==> src/rtl/bj_pkg.sv <==
// Shared definitions for the BlackJack counter/timer bank: timer state
// encoding and the default build constants.
package bj_pkg;

   typedef enum logic [1:0] {
      ST_IDLE = 2'd0,
      ST_RUN  = 2'd1,
      ST_DONE = 2'd2
   } timer_state_e;

   localparam int unsigned DEF_CLK_HZ        = 32'd50_000_000;
   localparam int unsigned DEF_TICK_HZ       = 32'd2000;
   localparam int unsigned DEF_TIMEOUT_TICKS = 32'd4000;
   localparam int unsigned DEF_WIDTH         = 32'd12;

endpackage : bj_pkg

==> src/rtl/counter_channel.sv <==
// One score/card counter: synchronous clear, increment, and either
// saturation at all-ones or natural wrap to zero.
module counter_channel
   import bj_pkg::*;
#(
   parameter int unsigned WIDTH    = DEF_WIDTH,
   parameter bit          SATURATE = 1'b1
) (
   input  logic             clk_50M,
   input  logic             i_Reset_n,
   input  logic             i_Inc,
   input  logic             i_Zero,
   output logic [WIDTH-1:0] o_Count,
   output logic             o_Max
);

   localparam logic [WIDTH-1:0] CNT_MAX  = {WIDTH{1'b1}};
   localparam logic [WIDTH-1:0] CNT_ZERO = {WIDTH{1'b0}};
   localparam logic [WIDTH-1:0] CNT_ONE  = WIDTH'(1);

   logic [WIDTH-1:0] count_d;
   logic [WIDTH-1:0] count_q;
   logic             at_max;

   assign at_max = (count_q == CNT_MAX);

   // Next count: clear beats increment; at max either hold or roll over.
   always_comb begin
      count_d = count_q;
      if (i_Zero) begin
         count_d = CNT_ZERO;
      end else if (i_Inc) begin
         if (SATURATE && at_max) begin
            count_d = count_q;
         end else begin
            count_d = count_q + CNT_ONE;
         end
      end else begin
         count_d = count_q;
      end
   end

   // Count register with synchronous active-low reset.
   always_ff @(posedge clk_50M) begin
      if (!i_Reset_n) begin
         count_q <= CNT_ZERO;
      end else begin
         count_q <= count_d;
      end
   end

   assign o_Count = count_q;
   // Max flag decodes straight off the register so it lines up with o_Count.
   assign o_Max   = at_max;

endmodule : counter_channel

==> src/rtl/counter_timer_bank.sv <==
// Counter/timer bank for the BlackJack datapath: N_CH independent counters
// plus a prescaled one-shot delay timer producing the FSM's o_TwoSec pulse.
module counter_timer_bank
   import bj_pkg::*;
#(
   parameter int unsigned WIDTH         = DEF_WIDTH,
   parameter int unsigned N_CH          = 32'd4,
   parameter int unsigned CLK_HZ        = DEF_CLK_HZ,
   parameter int unsigned TICK_HZ       = DEF_TICK_HZ,
   parameter int unsigned TIMEOUT_TICKS = DEF_TIMEOUT_TICKS,
   parameter bit          SATURATE      = 1'b1
) (
   input  logic                  clk_50M,
   input  logic                  i_Reset_n,
   input  logic [N_CH-1:0]       i_Inc,
   input  logic [N_CH-1:0]       i_Zero,
   output logic [N_CH*WIDTH-1:0] o_Count,
   output logic [N_CH-1:0]       o_Max,
   input  logic                  i_TwoSec,
   input  logic                  i_Abort,
   output logic                  o_TwoSec,
   output logic                  o_Busy,
   output logic                  o_Tick
);

   localparam int unsigned DIV     = CLK_HZ / TICK_HZ;
   localparam int unsigned PRESC_W = (DIV > 32'd1) ? $clog2(DIV) : 32'd1;
   localparam int unsigned TICK_W  = $clog2(TIMEOUT_TICKS + 32'd1);

   localparam logic [PRESC_W-1:0] PRESC_LAST = PRESC_W'(DIV - 32'd1);
   localparam logic [PRESC_W-1:0] PRESC_ZERO = {PRESC_W{1'b0}};
   localparam logic [PRESC_W-1:0] PRESC_ONE  = PRESC_W'(1);
   localparam logic [TICK_W-1:0]  TICK_LAST  = TICK_W'(TIMEOUT_TICKS - 32'd1);
   localparam logic [TICK_W-1:0]  TICK_ZERO  = {TICK_W{1'b0}};
   localparam logic [TICK_W-1:0]  TICK_ONE   = TICK_W'(1);

   // ---------------------------------------------------------------
   // Counter channels
   // ---------------------------------------------------------------
   for (genvar k = 0; k < N_CH; k++) begin : g_ch
      counter_channel #(
         .WIDTH    (WIDTH),
         .SATURATE (SATURATE)
      ) u_ch (
         .clk_50M   (clk_50M),
         .i_Reset_n (i_Reset_n),
         .i_Inc     (i_Inc[k]),
         .i_Zero    (i_Zero[k]),
         .o_Count   (o_Count[k*WIDTH +: WIDTH]),
         .o_Max     (o_Max[k])
      );
   end

   // ---------------------------------------------------------------
   // Delay timer
   // ---------------------------------------------------------------
   timer_state_e         state_d,    state_q;
   logic [PRESC_W-1:0]   presc_d,    presc_q;
   logic [TICK_W-1:0]    tick_cnt_d, tick_cnt_q;
   logic                 two_sec_d,  two_sec_q;
   logic                 busy_d,     busy_q;
   logic                 tick_out_d, tick_out_q;
   logic                 start_ok;

   assign start_ok = i_TwoSec && !i_Abort;

   // Timer next state: abort wins over completion; DONE may relaunch a run.
   always_comb begin
      state_d    = state_q;
      presc_d    = presc_q;
      tick_cnt_d = tick_cnt_q;
      case (state_q)
         ST_IDLE: begin
            if (start_ok) begin
               state_d    = ST_RUN;
               presc_d    = PRESC_ZERO;
               tick_cnt_d = TICK_ZERO;
            end else begin
               state_d    = ST_IDLE;
            end
         end
         ST_RUN: begin
            if (i_Abort) begin
               state_d = ST_IDLE;
            end else if (presc_q == PRESC_LAST) begin
               presc_d = PRESC_ZERO;
               if (tick_cnt_q == TICK_LAST) begin
                  state_d = ST_DONE;
               end else begin
                  tick_cnt_d = tick_cnt_q + TICK_ONE;
               end
            end else begin
               presc_d = presc_q + PRESC_ONE;
            end
         end
         ST_DONE: begin
            if (start_ok) begin
               state_d    = ST_RUN;
               presc_d    = PRESC_ZERO;
               tick_cnt_d = TICK_ZERO;
            end else begin
               state_d    = ST_IDLE;
            end
         end
         default: begin
            state_d    = ST_IDLE;
            presc_d    = PRESC_ZERO;
            tick_cnt_d = TICK_ZERO;
         end
      endcase
      // Outputs are decoded from the next state so they register in step
      // with the state they describe.
      two_sec_d  = (state_d == ST_DONE);
      busy_d     = (state_d == ST_RUN);
      tick_out_d = busy_d && (presc_d == PRESC_LAST);
   end

   // Timer FSM, prescaler, tick counter and registered outputs.
   always_ff @(posedge clk_50M) begin
      if (!i_Reset_n) begin
         state_q    <= ST_IDLE;
         presc_q    <= PRESC_ZERO;
         tick_cnt_q <= TICK_ZERO;
         two_sec_q  <= 1'b0;
         busy_q     <= 1'b0;
         tick_out_q <= 1'b0;
      end else begin
         state_q    <= state_d;
         presc_q    <= presc_d;
         tick_cnt_q <= tick_cnt_d;
         two_sec_q  <= two_sec_d;
         busy_q     <= busy_d;
         tick_out_q <= tick_out_d;
      end
   end

   assign o_TwoSec = two_sec_q;
   assign o_Busy   = busy_q;
   assign o_Tick   = tick_out_q;

endmodule : counter_timer_bank

==> config.mk <==
export PLATFORM = sky130hd
export DESIGN_NAME = counter_timer_bank
export DESIGN_NICKNAME = d
export VERILOG_FILES = /design/src/rtl/bj_pkg.sv /design/src/rtl/counter_channel.sv /design/src/rtl/counter_timer_bank.sv
export SDC_FILE = /design/constraint.sdc
export NUM_CORES = 1
export LEC_CHECK = 0
export BUFFER_PORTS_ARGS = -buffer_cell sky130_fd_sc_hd__buf_4
export CAP_MARGIN = 20
export CORE_MARGIN = 3
export CORE_UTILIZATION = 57
export DETAILED_ROUTE_END_ITERATION = 12
export PLACE_DENSITY = 0.8
export RECOVER_POWER = 25
export SYNTH_ARGS = -nofsm -noshare
export SYNTH_HDL_FRONTEND = slang
export SYNTH_HIERARCHICAL = 1
export SYNTH_SLANG_ARGS = --single-unit
export TNS_END_PERCENT = 30
==> constraint.sdc <==
create_clock -name clk_50M -period 2.9 [get_ports clk_50M]
set_input_delay 0.58 -clock clk_50M [delete_from_list [all_inputs] [get_ports clk_50M]]
set_output_delay 0.58 -clock clk_50M [all_outputs]
set_load 0.01 [all_outputs]
==> reports/results.txt <==
The run finished with clean final reports. The routability congestion estimate from global placement is 0.913, and the transition at the pin with the smallest max-transition slack is 0.872 ns. The type of the setup path with the least slack was reg2reg. The worst min-delay path category was reg2reg. Detailed routing inserted a total of 4093 vias. Along the worst path, the maximum fanout reaches 11. The initial antenna violation count came out at 0. Clock-pin slew was measured on the worst setup and hold paths at 0.08 ns. Static timing analysis puts the maximum clock frequency at 384 MHz. After detailed placement, the total cell area comes to 0.00493 sq mm. Across every metal layer, demand over resource in global routing totals 23.7%. Wires add up to 10.2 mm. The number of different library cells used by synthesis comes to 56. Once the clock tree was built, the resizer swapped 0 gates to a different size. The tools report the startpoint kind of the worst setup timing path as a flip-flop. Sequential cells burn 50.6% of the power. The area share of the leading cell type in the synthesized netlist works out to 36.7%. The synthesized design contains 0 enable-type register cells. By area the synthesized netlist is led by dfxtp_1 37%, nor2_1 5.6%, nand2_1 4.6%. Counting along the longest clock path gives a buffer depth of 2. For the worst setup path, the data required time is 3.15 ns. The logs give 202 for the number of DRC markers in iteration 0 and 0 for the diode insertion count for antenna repair.

By instance count, the leading cell after synthesis is dfxtp_1. Power spread over the standard cell area amounts to 434 mW/mm^2. The count of state elements after synthesis is 80.

The buffers inserted during post-CTS setup optimization is 0. Relative to the synthesized area, the layout overhead comes to 16.4%. For the worst setup timing slack at the placement stage, the log shows 0.333 ns. The floorplan step set the die height to 93.5 um. The tools report the insertion delay to the later sink of the worst-skew pair as 0.35 ns. The number of nets still failing antenna checks after routing was 0; the final-layout fill cell count was 625. For this configuration, the core starts out at a cell density of 59.5%. The via density per instance is 6.01, and the core outline area is 0.00733 sq mm.

Combinational logic is responsible for 5.4% of the overall power. The worst path setup slack after routing is 0.299 ns, and the core occupancy in the finished layout is 69.2%. The detailed-router iteration count before antenna repair is 4.

The tightest hold margin was 0.503 ns. After synthesis, the most frequently instantiated cells are 80 x dfxtp_1, 65 x nor2_1, 54 x nand2_1, 29 x a21oi_1, 26 x o21ai_0. For this design the static power due to leakage is 0.00183 uW. TritonCTS built the clock tree. Global routing finished with a remaining overflow of 0. For this run, asynchronously set or reset flops after synthesis account for 0%. The run gives 7.54 mm as the HPWL reported at the end of detailed placement. At the end of the flow, the number of nets in the layout was 596.

Global routing consumed, on the met3 layer, 2.82% of the routing resources. Of the cells placed in the final design, the portion with a size suffix greater than 1 is 16.3%. The multi-input combinational cells in the finished layout cover a total of 0.00268 sq mm. Of the total power, the share spent switching nets is 21.9%. dfxtp_1 takes more of the synthesized area than any other cell. Across the whole layout, storage elements account for 0.00160 sq mm.

For this run, the leading register cell type out of synthesis is dfxtp_1. The horizontal extent of the die was 93.5 um. The run gives 0 ns as the final sum of negative setup slack. The initialized floorplan defines 31 standard-cell rows. Pin placement for this block handled 67 I/O pins.

The kind of cell with the highest combined delay on the critical path is simple AND/OR/NAND/NOR gates. The logs give 0.268 mV for the worst voltage drop across the vdd grid and 80 for the number of sinks driven by the clock tree. For the worst setup path, the data arrival time is 2.85 ns. The share of total power dissipated in the clock network is 43.9%.

Setup repair after global routing left no endpoint under its margin. The count of pins over their slew limit was 0; the wire length of the first global-routing pass was 17.1 mm. The clock period minus worst slack is 2.60 ns.

Among all stages on the critical path, the largest delay is contributed by or4_4. The number of clock buffers added by TritonCTS is 9. The count of input and output buffers works out to 66. The number of nets handed over by synthesis was 531. Global routing consumed, on the met1 layer, 33.6% of the routing resources. The setup violation total in the final timing report was 0. The clock arrives with 0.00998 ns of skew. Dividing the synthesized area by the synthesized cell count gives 8.50 sq um.

After detailed routing, the number of remaining DRC violations is 0. Synthesis handed over a netlist of 513 instances. The tools report the via count of the first global-routing pass as 3650. STA classifies the critical path endpoint as a flip-flop.

The logs give 0 for the final hold violation count and 36.7% for the fraction of the yosys area taken by sequential cells. The cell-internal power is 1720 uW. Dividing the detail-routed wire length by the instance count gives 15.0 um.

CTS built an H-tree with a depth of 3. The largest single stage delay on the critical path is 0.57 ns. In this run the clock root is driven by a clkbuf_8. In this run the tightest slew margin relative to its limit is 41.6%.

Layer carrying the most global-route usage: met2. Dividing the final minimum period by the clock period gives 89.7%. Hold repair after CTS inserted 0 buffers. Max-cap violations in this run came to 0.

The net switching power came out at 483 uW. The critical path goes through or4_4 -> nor4_4 -> a21o_1 -> buf_4 -> nor2_1 -> o21ai_0 -> o211ai_1 -> nor4b_1. The met2 track utilization from global routing was 37.5%; the die outline area was 0.00873 sq mm.

Yosys printed 6 warnings. The post-synthesis cell area was 0.00436 sq mm; the largest net degree at the start of global routing was 15. The finished cells cover 0.00507 sq mm. The critical path buffer and inverter count was 1.
==> logic make-up (layout without fill, tap and decap cells) <==
logic type / Yosys count / in the layout / share of synthesized area (%)
AO/OA/AOI/OAI: 123 / 123 / 21.1
XOR/XNOR: 19 / 19 / 3.82
adder cells (fa/ha/maj): 6 / 6 / 1.72
buffers and inverters: 17 / 86 / 1.69
flip-flops: 80 / 80 / 36.7
multiplexers: 4 / 4 / 0.919
AND/OR/NAND/NOR: 264 / 264 / 34.0
==> flip-flops by register name, summed over array words and instances, names as in the netlist <==
signal,count
o_Busy,1
state_q,2
o_TwoSec,1
presc_q,15
g_ch.u_ch/o_Count,48
o_Tick,1
tick_cnt_q,12
==> final timing paths <==
path	slack, ns	cells after the start	start	end
hold / removal	0.50	2	tick_cnt_q[11]$_SDFFE_PN0P_	tick_cnt_q[11]$_SDFFE_PN0P_
setup reg to reg	0.30	8	presc_q[9]$_SDFF_PN0_	o_Tick$_SDFF_PN0_
hold reg to reg	0.50	2	tick_cnt_q[11]$_SDFFE_PN0P_	tick_cnt_q[11]$_SDFFE_PN0P_
setup / recovery	0.30	8	presc_q[9]$_SDFF_PN0_	o_Tick$_SDFF_PN0_
==> cell usage in the layout (no fill, tap or decap), types with 6 or more instances in the layout <==
cell type / instances
nor4_1: 8
a31oi_1: 16
nand3_1: 18
and2_1: 8
ha_1: 6
nand2_1: 54
xnor2_1: 8
nor3_1: 19
or3_1: 8
a21oi_1: 29
buf_4: 44
nor2_1: 65
nor2b_1: 8
xor2_1: 11
and3_1: 19
nand4_1: 7
nand2b_1: 7
clkbuf_8: 9
nand3_2: 12
dfxtp_1: 80
a31o_1: 8
o21ai_0: 26
clkbuf_1: 26
and4b_1: 7
==> routing by layer <==
| metal | up-vias | wire length (um) | part of all wire (%) |
|---|---|---|---|
| met5 | - | 0 | 0 |
| met4 | 0 | 102 | 1.0 |
| met3 | 7 | 522 | 5.1 |
| met2 | 119 | 4660 | 46 |
| met1 | 1912 | 4920 | 48 |
| li1 | 2055 | - | - |
==> worst min-delay path, stage by stage, from the launching register on <==
cell and delay [ns]:
dfxtp_1 0.33, o21ai_0 0.07, a21oi_1 0.06
==> metrics by stage <==
stage	power, uW	instances
2_1_floorplan	1210	513
3_3_place_gp	1260	666
3_5_place_dp	1260	666
4_1_cts	2220	681
5_1_grt	2280	681
6_report	2200	681
==> power groups by stage <==
stage | Combinational (uW) | Clock, uW | Sequential (uW)
after global routing | 134 | 1030 | 1120
after detailed placement | 121 | 0 | 1140
after floorplan | 71.2 | 0 | 1140
after CTS | 121 | 988 | 1110
after global placement | 119 | 0 | 1140
final | 120 | 967 | 1110
==> layout make-up <==
type | instances | share of cell area, %
Multi-Input combinational cell | 416 | 52.9
Sequential cell | 80 | 31.6
Timing Repair Buffer | 69 | 8.36
Clock buffer | 10 | 2.52
Tap cell | 99 | 2.44
Clock inverter | 5 | 2.05
Inverter | 2 | 0.148
No activity file was read; power rests on OpenSTA's default activity.
